File: src/rtl/alu_seq_pkg.sv
// alu_seq_pkg: shared definitions for the ALU command sequencer.
//   - opcode constants understood by the downstream 8-bit ALU
//   - issue FSM state type
//   - divide-by-zero substitute result
//   - command record carried through the command FIFO
package alu_seq_pkg;

  localparam logic [3:0] OP_ADD = 4'b0000;
  localparam logic [3:0] OP_SUB = 4'b0001;
  localparam logic [3:0] OP_MUL = 4'b0010;
  localparam logic [3:0] OP_DIV = 4'b0011;

  localparam logic [7:0] DIV0_VAL = 8'hFF;

  // Widest tag the command record can carry; the top keeps only TAG_W bits.
  localparam int TAG_MAX_W = 16;

  typedef enum logic [1:0] {
    IDLE = 2'd0,
    EXEC = 2'd1,
    CAPT = 2'd2
  } state_t;

  typedef struct packed {
    logic [3:0]           sel;
    logic [7:0]           a;
    logic [7:0]           b;
    logic [TAG_MAX_W-1:0] tag;
  } cmd_t;

endpackage

File: src/rtl/alu_cmd_fifo.sv
// alu_cmd_fifo: synchronous FIFO of command records.
// Ports:
//   clock, reset_n   clock, async active-low reset (pointers/count only)
//   push, wdata      write request and record (ignored when full)
//   pop, rdata       read request (ignored when empty) and head record
//   count            occupancy, 0..DEPTH
//   full, empty      occupancy flags
module alu_cmd_fifo
  import alu_seq_pkg::*;
#(
  parameter int DEPTH = 4
) (
  input  logic                     clock,
  input  logic                     reset_n,
  input  logic                     push,
  input  cmd_t                     wdata,
  input  logic                     pop,
  output cmd_t                     rdata,
  output logic [$clog2(DEPTH):0]   count,
  output logic                     full,
  output logic                     empty
);

  localparam int AW = $clog2(DEPTH);
  localparam int CW = AW + 1;

  cmd_t           mem [DEPTH];
  logic [AW-1:0]  wr_ptr;
  logic [AW-1:0]  rd_ptr;
  logic           push_ok;
  logic           pop_ok;

  assign full    = (count == CW'(DEPTH));
  assign empty   = (count == '0);
  assign push_ok = push && !full;
  assign pop_ok  = pop && !empty;
  assign rdata   = mem[rd_ptr];

  // DEPTH is a power of two, so the pointers wrap by natural overflow.
  always_ff @(posedge clock or negedge reset_n) begin
    if (!reset_n) begin
      wr_ptr <= '0;
      rd_ptr <= '0;
      count  <= '0;
    end else begin
      if (push_ok) wr_ptr <= wr_ptr + 1'b1;
      if (pop_ok)  rd_ptr <= rd_ptr + 1'b1;
      case ({push_ok, pop_ok})
        2'b10:   count <= count + 1'b1;
        2'b01:   count <= count - 1'b1;
        default: count <= count;
      endcase
    end
  end

  always_ff @(posedge clock) begin
    if (push_ok) mem[wr_ptr] <= wdata;
  end

endmodule

File: src/rtl/alu_cmd_sequencer.sv
// alu_cmd_sequencer: queues tagged ALU commands and issues them one at a time
// to an external 8-bit ALU with a registered result, then returns a tagged,
// error-flagged response.
// Ports:
//   clock, reset_n                  clock, async active-low reset
//   cmd_valid/cmd_ready             command handshake
//   cmd_sel, cmd_a, cmd_b, cmd_tag  command opcode, operands, tag
//   alu_a, alu_b, alu_sel           registered ALU operand/opcode drive
//   alu_out, alu_carry              ALU registered result and carry
//   rsp_valid/rsp_ready             response handshake
//   rsp_data, rsp_carry, rsp_err    response payload
//   rsp_tag                         tag of the answered command
//   count                           command FIFO occupancy
module alu_cmd_sequencer
  import alu_seq_pkg::*;
#(
  parameter int DEPTH = 4,
  parameter int TAG_W = 4
) (
  input  logic                   clock,
  input  logic                   reset_n,
  input  logic                   cmd_valid,
  output logic                   cmd_ready,
  input  logic [3:0]             cmd_sel,
  input  logic [7:0]             cmd_a,
  input  logic [7:0]             cmd_b,
  input  logic [TAG_W-1:0]       cmd_tag,
  output logic [7:0]             alu_a,
  output logic [7:0]             alu_b,
  output logic [3:0]             alu_sel,
  input  logic [7:0]             alu_out,
  input  logic                   alu_carry,
  output logic                   rsp_valid,
  input  logic                   rsp_ready,
  output logic [7:0]             rsp_data,
  output logic                   rsp_carry,
  output logic                   rsp_err,
  output logic [TAG_W-1:0]       rsp_tag,
  output logic [$clog2(DEPTH):0] count
);

  cmd_t             wr_cmd;
  cmd_t             head;
  logic             fifo_full;
  logic             fifo_empty;
  logic             push;
  logic             pop;
  logic             slot_free;
  state_t           state;
  logic [3:0]       pend_sel;
  logic [TAG_W-1:0] pend_tag;
  logic [9:0]       rsp_map;

  // Maps the ALU result onto {data, carry, err}. Carry is only meaningful for
  // add; a zero divisor replaces whatever the ALU produced.
  function automatic logic [9:0] map_rsp(input logic [3:0] sel,
                                         input logic [7:0] b,
                                         input logic [7:0] res,
                                         input logic       cy);
    logic [9:0] r;
    case (sel)
      OP_ADD:         r = {res, cy, 1'b0};
      OP_SUB, OP_MUL: r = {res, 1'b0, 1'b0};
      OP_DIV:         r = (b == 8'd0) ? {DIV0_VAL, 1'b0, 1'b1} : {res, 1'b0, 1'b0};
      default:        r = {res, 1'b0, 1'b1};
    endcase
    return r;
  endfunction

  always_comb begin
    wr_cmd     = '0;
    wr_cmd.sel = cmd_sel;
    wr_cmd.a   = cmd_a;
    wr_cmd.b   = cmd_b;
    wr_cmd.tag = TAG_MAX_W'(cmd_tag);
  end

  assign cmd_ready = !fifo_full;
  assign push      = cmd_valid && cmd_ready;
  assign slot_free = !rsp_valid || rsp_ready;
  assign pop       = (state == IDLE) && !fifo_empty && slot_free;
  // alu_b still holds the issued divisor during CAPT.
  assign rsp_map   = map_rsp(pend_sel, alu_b, alu_out, alu_carry);

  alu_cmd_fifo #(
    .DEPTH (DEPTH)
  ) u_fifo (
    .clock   (clock),
    .reset_n (reset_n),
    .push    (push),
    .wdata   (wr_cmd),
    .pop     (pop),
    .rdata   (head),
    .count   (count),
    .full    (fifo_full),
    .empty   (fifo_empty)
  );

  always_ff @(posedge clock or negedge reset_n) begin
    if (!reset_n) begin
      state     <= IDLE;
      alu_a     <= '0;
      alu_b     <= '0;
      alu_sel   <= '0;
      pend_sel  <= '0;
      pend_tag  <= '0;
      rsp_data  <= '0;
      rsp_carry <= 1'b0;
      rsp_err   <= 1'b0;
      rsp_tag   <= '0;
    end else begin
      case (state)
        // issue: pop head into the ALU operand registers
        IDLE: begin
          if (pop) begin
            alu_a    <= head.a;
            alu_b    <= head.b;
            alu_sel  <= head.sel;
            pend_sel <= head.sel;
            pend_tag <= head.tag[TAG_W-1:0];
            state    <= EXEC;
          end
        end
        // ALU registers its result at the end of this cycle
        EXEC: state <= CAPT;
        // capture: ALU result is valid, load the response slot
        CAPT: begin
          {rsp_data, rsp_carry, rsp_err} <= rsp_map;
          rsp_tag <= pend_tag;
          state   <= IDLE;
        end
        default: state <= IDLE;
      endcase
    end
  end

  // A capture on the same edge as an accept keeps the slot full.
  always_ff @(posedge clock or negedge reset_n) begin
    if (!reset_n)            rsp_valid <= 1'b0;
    else if (state == CAPT)  rsp_valid <= 1'b1;
    else if (rsp_ready)      rsp_valid <= 1'b0;
  end

endmodule

File: config.mk
export PLATFORM = sky130hd
export DESIGN_NAME = alu_cmd_sequencer
export DESIGN_NICKNAME = d
export VERILOG_FILES = /design/src/rtl/alu_seq_pkg.sv /design/src/rtl/alu_cmd_fifo.sv /design/src/rtl/alu_cmd_sequencer.sv
export SDC_FILE = /design/constraint.sdc
export NUM_CORES = 1
export LEC_CHECK = 0
export CAP_MARGIN = 15
export CELL_PAD_IN_SITES_DETAIL_PLACEMENT = 1
export CELL_PAD_IN_SITES_GLOBAL_PLACEMENT = 2
export CORE_UTILIZATION = 37
export DETAILED_ROUTE_END_ITERATION = 7
export PLACE_DENSITY_LB_ADDON = 0.1
export RECOVER_POWER = 50
export SETUP_SLACK_MARGIN = 0.4
export SLEW_MARGIN = 10
export SYNTH_ARGS = -nofsm -noshare
export SYNTH_HDL_FRONTEND = slang
export SYNTH_SLANG_ARGS = --single-unit
File: constraint.sdc
create_clock -name clock -period 2.5 [get_ports clock]
set_input_delay 0.75 -clock clock [delete_from_list [all_inputs] [get_ports clock]]
set_output_delay 0.75 -clock clock [all_outputs]
set_load 0.03 [all_outputs]
==> flow_summary.json <==
{
  "yosysWarnings": 0,
  "final_common_cell": "edfxtp_1",
  "pin_count": 76,
  "p_total_mw": 9.911,
  "timing.final.crit_period_ns": 2.154,
  "fill_cells": 1367,
  "drive_gt1_share_pct": 26.75,
  "die_width_um": 124.5,
  "synth_area_per_cell_um2": 19.27,
  "syn-num-nets": 331,
  "tightest_slew_ns": 1.324,
  "yosysUniqueCellTypes": 33,
  "finalSetupViolCount": 0,
  "slowest_stage": "or3b_1",
  "first_iter_violations": 91,
  "core_um2": 14590,
  "leakage_nw": 2.762,
  "grt_usage_pct": 15.74,
  "wl_um": 11040,
  "rows": 44,
  "grt_pass1_wl_um": 17590,
  "crit_path_end_kind": "output port",
  "start_util_pct": 38.04,
  "dieHeight_um": 124.5,
  "final_area_um2": 7179,
  "criticalPathCategory": "flip-flop to output port",
  "cts_buffers": 17,
  "gp_congestion": 0.6560,
  "relSlewSlack_pct": 11.76,
  "rsz0062_at_grt": "true",
  "drc_errors": 0,
  "max-vdd-ir-drop_v": 0.0006236,
  "clock-root-buffer": "clkbuf_16",
  "clk_pin_slew_worst_paths_ns": 0.06,
  "final_cell_mix": "edfxtp_1 (96), dfrtp_1 (47), dlygate4sd2_1 (37), mux4_2 (24), dlygate4sd3_1 (24)",
  "min_period_over_period_pct": 86.16,
  "placed_area_um2": 6630,
  "outcome": "finished clean",
  "arrival_ns": 1.40,
  "nets": 430,
  "wire_per_inst_um": 18.83,
  "area_growth_pct": 29.38,
  "slowest_delay_ns": 0.43,
  "finClkSkew_ns": 0.005106,
  "yosys_register_bits": 144,
  "powerDensity_nw_per_um2": 1381,
  "clk_latency_ns": 0.42,
  "maxSlewViolCount": 0,
  "start_kind": "flip-flop",
  "min_path_type": "flip-flop to flip-flop",
  "cts_sinks": 144,
  "worstPathCellList": "or3b_1 > buf_6",
  "cts_buffer_depth": 2,
  "antenna_found_initial": 2,
  "hpwl_um": 6555,
  "overflow": 0,
  "drtPass1Iterations": 4,
  "grt_max_degree": 49,
  "critPathMaxFanout": 3,
  "grt_pass1_vias": 3193,
  "syn_inst": 288,
  "fmax_ghz": 0.4642,
  "via_per_inst": 4.908,
  "cts_tree": "done",
  "hold_viol_final": 0,
  "tns_ns": 0,
  "dieArea_um2": 15490,
  "syn-cell-area_um2": 5549,
  "worst_ep_required_time_ns": 1.75,
  "cap_violations": 0,
  "ant_nets": 0,
  "portBuffers": 75,
  "htreeDepth": 4,
  "vias": 2876,
  "seq_area_frac_synth_pct": 73.60
}
==> repair_timing <==
item / 4_1_cts / 5_1_grt
pin swaps: 4 / 4
endpoints found under the setup margin: 65 / 3
setup buffers: 3 / 0
gates resized for setup: 50 / 4
hold buffers: 0 / 0
==> report_power, final <==
part           internal [mW]  switching (mW)  leakage [nW]
Sequential              3.32           0.332          1.44
Combinational           1.72            1.95          1.03
Clock                   1.62           0.975         0.291
==> metal layers <==
layer	track usage, %	vias up	part of all wire (%)
li1	-	1296	-
met1	18.05	1494	42
met2	26.32	73	52
met3	6.057	13	5.0
met4	6.378	0	1.6
met5	0	-	0
==> worst paths after layout <==
| path | from | to | slack (ns) | cells after the start |
|---|---|---|---|---|
| max | u_fifo.count[0]$_DFFE_PN0P_ | cmd_ready | 0.35 | 2 |
| min | rsp_carry$_DFFE_PN0P_ | rsp_carry$_DFFE_PN0P_ | 0.46 | 2 |
| max reg2reg | u_fifo.count[0]$_DFFE_PN0P_ | u_fifo.count[2]$_DFFE_PN0P_ | 0.39 | 9 |
| min reg2reg | rsp_carry$_DFFE_PN0P_ | rsp_carry$_DFFE_PN0P_ | 0.46 | 2 |
| max in group asynchronous | reset_n | u_fifo.rd_ptr[0]$_DFFE_PN0P_ | 0.92 | 2 |
| min in group asynchronous | reset_n | rsp_tag[3]$_DFFE_PN0P_ | 0.70 | 2 |
==> worst max-delay path: cells and delay by family (launching register included) <==
| kind | cells | cell delay (ns) |
|---|---|---|
| DFF | 1 | 0.39 |
| buffers and inverters | 1 | 0.16 |
| and+or+nand+nor | 1 | 0.43 |
==> registers in the layout, summed over array words and instances (netlist names), 3 cells and up <==
| name | flops |
|---|---|
| u_fifo.mem | 96 |
| alu_a | 8 |
| alu_b | 8 |
| rsp_data | 8 |
| pend_sel | 4 |
| pend_tag | 4 |
| rsp_tag | 4 |
| u_fifo.count | 3 |
==> area by class of cell <==
cell class,count,area (um2),area share [%]
timing repair buffer,91,848.3,11.82
clock buffer,19,452.9,6.309
multi-input combinational,125,1364,19.00
antenna,2,5.005,0.06971
tap,184,230.2,3.207
sequential,144,4085,56.90
clock inverter,13,161.4,2.248
inverter,8,32.53,0.4531
==> Yosys cell counts, drive strengths merged <==
cell type,number,area share [%]
a21oi,8,0.72
a31oi,1,0.11
and2,1,0.11
and3,4,0.45
buf,7,1.3
clkbuf,4,0.27
dfrtp,48,22
edfxtp,96,52
fa,1,0.36
ha,5,1.1
inv,8,0.54
mux2,25,6.2
mux2i,1,0.18
mux4,24,9.7
nand2,14,0.95
nand2b,2,0.23
nand4,2,0.23
nand4bb,1,0.20
nor2,21,1.4
nor2b,4,0.59
nor3,1,0.090
nor4,1,0.11
nor4b,1,0.16
or3b,1,0.16
or4,1,0.20
xnor2,4,0.63
xor2,2,0.32
==> cells by family (layout without fill, tap and decap cells) <==
logic type / after synthesis / count (layout) / synth area share (%)
DFF: 144 / 144 / 73.60
and+or+nand+nor: 54 / 54 / 4.893
muxes: 50 / 50 / 16.14
buffers and inverters: 19 / 131 / 2.097
AOI/OAI and AO/OA: 9 / 9 / 0.8344
adders and majority gates: 6 / 6 / 1.488
xor gates and xnor gates: 6 / 6 / 0.9470
other: 0 / 2 / 0
==> metrics by stage <==
stage	utilization [%]	setup WS (ns)	cells	hold WS, ns
6_report	49.21	0.3460	586	0.4619
4_1_cts	49.44	0.2961	584	0.3092
5_1_grt	49.21	0.2384	586	0.5006
3_5_place_dp	45.45	-0.3964	549	0.4579
2_1_floorplan	-	-0.05681	288	0.4331
3_3_place_gp	45.45	-0.3680	549	0.4458
Note: power is estimated with default switching activity, not from simulation.
